[src/rtl/ysyx_24080014_lsu.sv]
// Load/store unit: one EXU request at a time, drives the memory stage, and returns a registered result to WBU.
// Latency: accept T0, memory enable from T1, result valid the cycle after mem_ready (T3 with a 1-cycle memory).
// Backpressure: in_ready only in IDLE; RESP holds its outputs until out_ready; a missing mem_ready ends in an error after TIMEOUT cycles.
module ysyx_24080014_lsu #(
    parameter int TIMEOUT = 64
) (
    input  logic        clk,
    input  logic        rst,
    input  logic        in_valid,
    output logic        in_ready,
    input  logic        in_ren,
    input  logic        in_wen,
    input  logic [2:0]  in_funct3,
    input  logic [31:0] in_addr,
    input  logic [31:0] in_wdata,
    input  logic [4:0]  in_rd,
    output logic        out_valid,
    input  logic        out_ready,
    output logic [31:0] out_rdata,
    output logic [4:0]  out_rd,
    output logic        out_err,
    output logic        mem_ren,
    output logic        mem_wen,
    output logic [31:0] mem_raddr,
    output logic [31:0] mem_waddr,
    output logic [31:0] mem_wdata,
    output logic [7:0]  mem_wmask,
    input  logic        mem_ready,
    input  logic [31:0] mem_rdata
);

    typedef enum logic [1:0] {IDLE, ACCESS, RESP} state_t;

    state_t      state_q, state_d;
    logic [31:0] addr_q, wdata_q, rdata_q, cnt_q;
    logic [2:0]  f3_q;
    logic [4:0]  rd_q;
    logic [7:0]  wmask_q;
    logic        store_q, err_q;

    logic        req_illegal, req_misal, req_err, req_nop, req_store;
    logic [7:0]  req_wmask;
    logic [31:0] req_wdata;
    logic [31:0] ld_word, ld_ext;
    logic        accept, done, timeout;

    // Decode the incoming request: error checks, store mask and lane-aligned store data.
    always_comb begin
        req_illegal = (in_funct3 == 3'b011) || (in_funct3 == 3'b110) || (in_funct3 == 3'b111);
        req_misal   = ((in_funct3[1:0] == 2'b01) && in_addr[0]) ||
                      ((in_funct3[1:0] == 2'b10) && (in_addr[1:0] != 2'b00));
        req_err     = req_illegal || req_misal;
        req_nop     = !in_ren && !in_wen;
        // A request with both enables set is handled as a load.
        req_store   = in_wen && !in_ren;
        case (in_funct3[1:0])
            2'b00:   req_wmask = 8'h01 << in_addr[1:0];
            2'b01:   req_wmask = 8'h03 << in_addr[1:0];
            default: req_wmask = 8'h0F;
        endcase
        req_wdata   = in_wdata << {in_addr[1:0], 3'b000};
    end

    // Shift the raw word down to the addressed lane and extend per access size.
    always_comb begin
        ld_word = mem_rdata >> {addr_q[1:0], 3'b000};
        case (f3_q)
            3'b000:  ld_ext = {{24{ld_word[7]}}, ld_word[7:0]};
            3'b100:  ld_ext = {24'h0, ld_word[7:0]};
            3'b001:  ld_ext = {{16{ld_word[15]}}, ld_word[15:0]};
            3'b101:  ld_ext = {16'h0, ld_word[15:0]};
            default: ld_ext = ld_word;
        endcase
    end

    // FSM state register.
    always_ff @(posedge clk or negedge rst) begin
        if (!rst) state_q <= IDLE;
        else      state_q <= state_d;
    end

    // Next state and handshake/enable outputs; outputs are forced low while reset is asserted.
    always_comb begin
        state_d   = state_q;
        accept    = 1'b0;
        done      = 1'b0;
        timeout   = 1'b0;
        in_ready  = 1'b0;
        out_valid = 1'b0;
        mem_ren   = 1'b0;
        mem_wen   = 1'b0;
        case (state_q)
            IDLE: begin
                in_ready = rst;
                if (in_valid) begin
                    accept  = 1'b1;
                    state_d = (req_err || req_nop) ? RESP : ACCESS;
                end
            end
            ACCESS: begin
                mem_ren = !store_q;
                mem_wen = store_q;
                if (mem_ready) begin
                    done    = 1'b1;
                    state_d = RESP;
                end else if ((TIMEOUT != 0) && (cnt_q == 32'(TIMEOUT - 1))) begin
                    timeout = 1'b1;
                    state_d = RESP;
                end
            end
            RESP: begin
                out_valid = 1'b1;
                if (out_ready) state_d = IDLE;
            end
            default: state_d = IDLE;
        endcase
    end

    // Request latch, access cycle counter and result registers.
    always_ff @(posedge clk or negedge rst) begin
        if (!rst) begin
            addr_q  <= '0;
            wdata_q <= '0;
            rdata_q <= '0;
            cnt_q   <= '0;
            f3_q    <= '0;
            rd_q    <= '0;
            wmask_q <= '0;
            store_q <= 1'b0;
            err_q   <= 1'b0;
        end else if (accept) begin
            addr_q  <= in_addr;
            f3_q    <= in_funct3;
            rd_q    <= in_rd;
            store_q <= req_store;
            wdata_q <= (req_store && !req_err) ? req_wdata : 32'h0;
            wmask_q <= (req_store && !req_err) ? req_wmask : 8'h00;
            err_q   <= req_err;
            rdata_q <= '0;
            cnt_q   <= '0;
        end else if (state_q == ACCESS) begin
            cnt_q <= cnt_q + 32'd1;
            if (done && !store_q) rdata_q <= ld_ext;
            if (timeout)          err_q   <= 1'b1;
        end
    end

    assign mem_raddr = {addr_q[31:2], 2'b00};
    assign mem_waddr = {addr_q[31:2], 2'b00};
    assign mem_wdata = wdata_q;
    assign mem_wmask = wmask_q;
    assign out_rdata = rdata_q;
    assign out_rd    = rd_q;
    assign out_err   = err_q;

endmodule

[config.mk]
export PLATFORM = sky130hd
export DESIGN_NAME = ysyx_24080014_lsu
export DESIGN_NICKNAME = d
export VERILOG_FILES = /design/src/rtl/ysyx_24080014_lsu.sv
export SDC_FILE = /design/constraint.sdc
export NUM_CORES = 1
export LEC_CHECK = 0
export CORE_MARGIN = 2
export CORE_UTILIZATION = 46
export DETAILED_ROUTE_END_ITERATION = 7
export GPL_TIMING_DRIVEN = 0
export PLACE_DENSITY_LB_ADDON = 0.08
export SLEW_MARGIN = 5
export SYNTH_ARGS = -nofsm -noshare
export SYNTH_HDL_FRONTEND = slang
export SYNTH_SLANG_ARGS = --single-unit
[constraint.sdc]
create_clock -name clk -period 2 [get_ports clk]
set_clock_uncertainty 0.05 [all_clocks]
set_input_delay 0.4 -clock clk [delete_from_list [all_inputs] [get_ports clk]]
set_output_delay 0.4 -clock clk [all_outputs]
set_load 0.02 [all_outputs]
**After elaboration in Yosys (flattened, before gate mapping)**

Cells that the tools add are included.

- Register bits: 148
- Output and inout port bits: 146
- Word-level logic and storage cells: 83

- $add $sub $neg: 1
- Equal/unequal tests: 14
- Shift-type cells: 4
- Multiplexer cells: 29
- Reduce and logical (&&, ||, !) cells: 25

Operators by type and width:

| cell | count |
|---|---|
| $mux 32 | 6 |
| $pmux 32 s4 | 1 |
| $add 32x1->32 const B | 1 |
| $eq 32x6->1 const B | 1 |
| $shl 32x5->32 | 1 |
| $shr 32x5->32 | 1 |
| $pmux 8 s2 | 1 |
| $mux 1 | 14 |
| $eq 3x3->1 const B | 4 |
| $mux 2 | 5 |
| $mux 8 | 1 |
| $reduce_bool 2->1 | 4 |
| $shl 1x2->8 const A | 1 |
| $shl 2x2->8 const A | 1 |
| $logic_and 1x1->1 | 6 |
| $pmux 2 s3 | 1 |
| $logic_or 1x1->1 | 5 |
| $eq 2x1->1 const B | 2 |
| $eq 2x2->1 const B | 2 |
| $logic_not 1->1 | 4 |
| $logic_not 2->1 | 2 |
| $ne 2x2->1 const B | 2 |
| $reduce_and 2->1 | 2 |
| $eq 3x1->1 const B | 1 |
| 4 further kinds | 4 |

**Depth between registers and ports, before layout**

- Depth after elaboration: 8
- Depth in mapped cells: 7
- Gate-level depth less buffers: 5

**Least setup slack after synthesis**

No wires, ideal clock.

- Path type: register -> register
- From: reg state_q[1]
- To: reg cnt_q[17]
- Data arrival time: 1.521 ns
- Required time: 1.830 ns
- Path slack: 0.308 ns
- Cell stages (with the launch flop): 7
- Cells stage by stage: dfrtp_1 > buf_6 > nand2b_4 > buf_6 > nor4b_4 > a31oi_1 > a41o_1

- Word-level cells in the longest chain between the ends: 3
- Elaborated cells on any way between the ends: 5

RTL lines:

| what | line | source |
|---|---|---|
| from (decl) | 34 | `state_t state_q, state_d;` |
| from (signal assigned) | 79 | `else state_q <= state_d;` |
| $logic_not 2->1 | 92 | `case (state_q)` |
| $mux 1 | 92 |  |
| $mux 32 / $reduce_bool 2->1 (equally long branches) | - |  |
| to (signal assigned) | 142 | `cnt_q <= cnt_q + 32'd1;` |
| to (decl) | 35 | `logic [31:0] addr_q, wdata_q, rdata_q, cnt_q;` |

Several ways; a longest one is shown, not always the timed one.
A chain may end at the register's enable or synchronous reset.

**Final worst setup path**

- From: reg addr_q[17]
- To: out mem_waddr[17]

RTL lines:

| what | line | source |
|---|---|---|
| from (decl) | 35 |  |
| from (signal assigned) | 132 | `addr_q <= in_addr;` |
| to (decl) | 25 | `output logic [31:0] mem_waddr,` |

No word-level cell between the ends.

==> flow_summary_export.csv <==
group,metric,value,unit
status,outcome,"finished with violations",
status,violations,"hold timing",
global_route,grt_use_total,25.46,%
placement,portBuffers,249,
global_route,grt_overflow,0,
worst_setup_path,crit_path_start_kind,"register",
detailed_routing,drtPass1Iterations,5,
layout,postLayoutCoreUtil,68.28,%
global_route,grt_max_degree,76,
clock_tree,clk_latency,0.42,ns
floorplan,start_util,46.67,%
layout,drive_above_1_share,15.77,%
layout,finalNonFillerCells,1318,
sta,finalMaxSlewViolations,0,
sta,period_share,97.53,%
synth,yosys_warnings,0,
placement,hpwl,16730,um
global_route,grt_pass1_wl,35490,um
power,seqPwrFrac,30.1,%
layout,fin_nets,1199,
power,clkPwrFrac,22.2,%
sta,fin_hold_ws,-0.1193,ns
synth,ys_ff_latch,145,
clock_tree,cts_root_buf,"clkbuf_16",
clock_tree,cts_tree,"done",
power,power_frac_comb,47.7,%
sta,rsz0062_at_grt,"no",
power,pwr_density_cell,1216,nW/um2
clock_tree,clkSlewWorstSetupHoldPaths,0.06,ns
job,timing.max_cap.violations,0,
detailed_routing,drc,0,
synth,synth_ff_type,"dfrtp_1",
floorplan,die_w,133.3,um
floorplan,num_rows,47,
clock_tree,htreeDepth,4,
detailed_routing,vias,6886,
power,swShare,36.20,%
synth,ys_seq_area_share,47.22,%
detailed_routing,wl_per_cell,17.25,um
synth,mappedNetlistArea,7685,um2
worst_setup_path,end_kind,"output port",
sta,setup_violations,0,
clock_tree,cts.path.max_buffers,2,
worst_setup_path,required,1.55,ns
sta,tns,0,ns
worst_setup_path,crit_fanout,3,
placement,dp_cells,1282,
synth,synth_edf_count,0,
synth,avgSynthCellArea,9.535,um2
power,p_int,0.008721,W
global_route,grt_pass1_vias,6577,
synth,synthCells,806,
floorplan,core_area,16470,um2
floorplan,die-height,133.3,um
worst_setup_path,critPathKind,"register to output port",
layout,final_common_cell,"clkdlybuf4s50_1",
layout,layout_common_cells,"218 x clkdlybuf4s50_1, 180 x nand2_1, 145 x dfrtp_1",
detailed_routing,first_iter_violations,438,
detailed_routing,drt_wl_total,22740,um
sta,fmax,512.7,MHz
detailed_routing,antenna_left,0,
floorplan,dieArea,17760,um2
detailed_routing,avgViaCountPerCell,5.225,
clock_tree,cts_made_buffers,17,
sta,relSlewSlack,61.28,%
worst_hold_path,hold_path.class,"input pin to asynchronous set/reset pin",
floorplan,ios,257,
global_route,antenna_found_initial,0,
clock_tree,clock-sinks,145,
sta,hold_viol,70,
placement,gp_congestion,0.8358,
power,p_leak,5.568,nW
synth,synth_cell_types,64,
sta,worst_slew_pin_slew,0.5782,ns
power,switchingPower,0.004948,W
layout,syn_to_final_growth,46.30,%
synth,async_reset_ff_share,100.0,%
worst_setup_path,worstPathArrival,1.50,ns
power,irDropWorstVdd,0.0007808,V
sta,min_period,1.951,ns
[synthesized netlist by cell type, drive strengths merged, types with 2 or more instances]
master | number | area share (%)
nand2b | 3 | 0.34
and4 | 2 | 0.23
nand4 | 13 | 1.3
nor2b | 13 | 1.1
clkbuf | 29 | 1.4
a2111oi | 8 | 0.91
mux2 | 8 | 1.2
o21ai | 35 | 2.3
o31ai | 15 | 1.5
a31oi | 2 | 0.16
or3 | 3 | 0.24
nand3 | 30 | 2.0
nor4 | 10 | 1.1
or2 | 2 | 0.16
inv | 5 | 0.24
nor2 | 32 | 1.6
a22o | 9 | 1.0
a211oi | 9 | 0.88
nor3 | 4 | 0.33
nor3b | 4 | 0.59
a21oi | 27 | 1.8
xor2 | 2 | 0.23
mux2i | 54 | 7.0
and2 | 3 | 0.24
o21bai | 2 | 0.20
buf | 92 | 8.5
dfrtp | 145 | 47
a21o | 11 | 1.1
a221o | 10 | 1.3
o22ai | 2 | 0.16
nand2 | 180 | 8.8
or3b | 2 | 0.23
nand3b | 3 | 0.46
o211ai | 11 | 1.1
and3 | 5 | 0.41
o2bb2ai | 7 | 0.80
nor4b | 2 | 0.50
[power by group through the flow]
stage / sequential [W] / combinational [W] / clock (W)
3_5_place_dp: 0.00416 / 0.00649 / 0
5_1_grt: 0.00420 / 0.00698 / 0.00320
4_1_cts: 0.00412 / 0.00653 / 0.00308
3_3_place_gp: 0.00415 / 0.00641 / 0
6_report: 0.00412 / 0.00651 / 0.00303
2_1_floorplan: 0.00438 / 0.00352 / 0
[worst paths after layout]
kind	from	end	slack (ns)	cells after the start
min in group clk	out_rd[1]$_DFFE_PN0P_	out_rd[1]$_DFFE_PN0P_	0.42	2
max in group asynchronous	rst	mem_wmask[1]$_DFFE_PN0P_	1.26	2
setup / recovery	addr_q[17]$_DFFE_PN0P_	mem_waddr[17]	0.05	2
hold reg to reg	out_rd[1]$_DFFE_PN0P_	out_rd[1]$_DFFE_PN0P_	0.42	2
setup reg to reg	addr_q[0]$_DFFE_PN0P_	out_rdata[30]$_DFFE_PN0P_	0.14	5
hold / removal	rst	out_rdata[27]$_DFFE_PN0P_	-0.12	1
[layout make-up]
| cell class | instances | area [um2] |
|---|---|---|
| flip-flops and latches | 145 | 3628 |
| clock inverters | 5 | 52.55 |
| repair buffers | 257 | 2626 |
| inverters | 5 | 18.77 |
| multi-input cells | 541 | 3344 |
| diodes | 1 | 2.502 |
| plain buffers | 120 | 783.3 |
| well taps | 220 | 275.3 |
| fillers | 1371 | 5223 |
| clock buffers | 24 | 511.7 |
[cell families after synthesis]
| group | synth area share [%] |
|---|---|
| simple gates | 19.68 |
| buf+inv | 10.19 |
| mux | 8.499 |
| flops | 47.22 |
| other cells | 0.04880 |
| compound gates | 13.97 |
| fa+ha+maj | 0.1628 |
| xor+xnor | 0.2280 |
[routing by layer]
layer  vias to the layer above  track usage (%)  routed length [um]
li1                       3318                -                   -
met1                      3312            34.43               10050
met2                       240            41.01               10890
met3                        16            6.849                1512
met4                         0            6.324                 284
met5                         -                0                   0
[stage by stage]
step | area (um2) | worst slack (ns) | total power, W
2_1_floorplan | 7707 | 0.3085 | 0.007898
3_3_place_gp | 10480 | -5.447 | 0.01056
3_5_place_dp | 10500 | -0.6966 | 0.01066
4_1_cts | 11110 | -0.0006566 | 0.01374
5_1_grt | 11240 | 0.0001097 | 0.01439
6_report | 11240 | 0.04936 | 0.01367
[registers in the layout (all words and copies together) (netlist names)]
signal and count:
addr_q 32, cnt_q 32, f3_q 3, mem_wdata 32, mem_wmask 5, out_err 1, out_rd 5, out_rdata 32
state_q 2, store_q 1
[critical path: stages, from the launching register on]
cell,delay (ns)
dfrtp_1,0.38
buf_4,0.12
clkdlybuf4s50_1,0.59
[repair_timing]
item                                    CTS  global route
pin swaps                                 0             3
setup buffers                             0             7
hold endpoints to repair                 70            70
endpoints found under the setup margin  113           129
resized for setup                        32            39
Note: power is estimated with default switching activity, not from simulation.
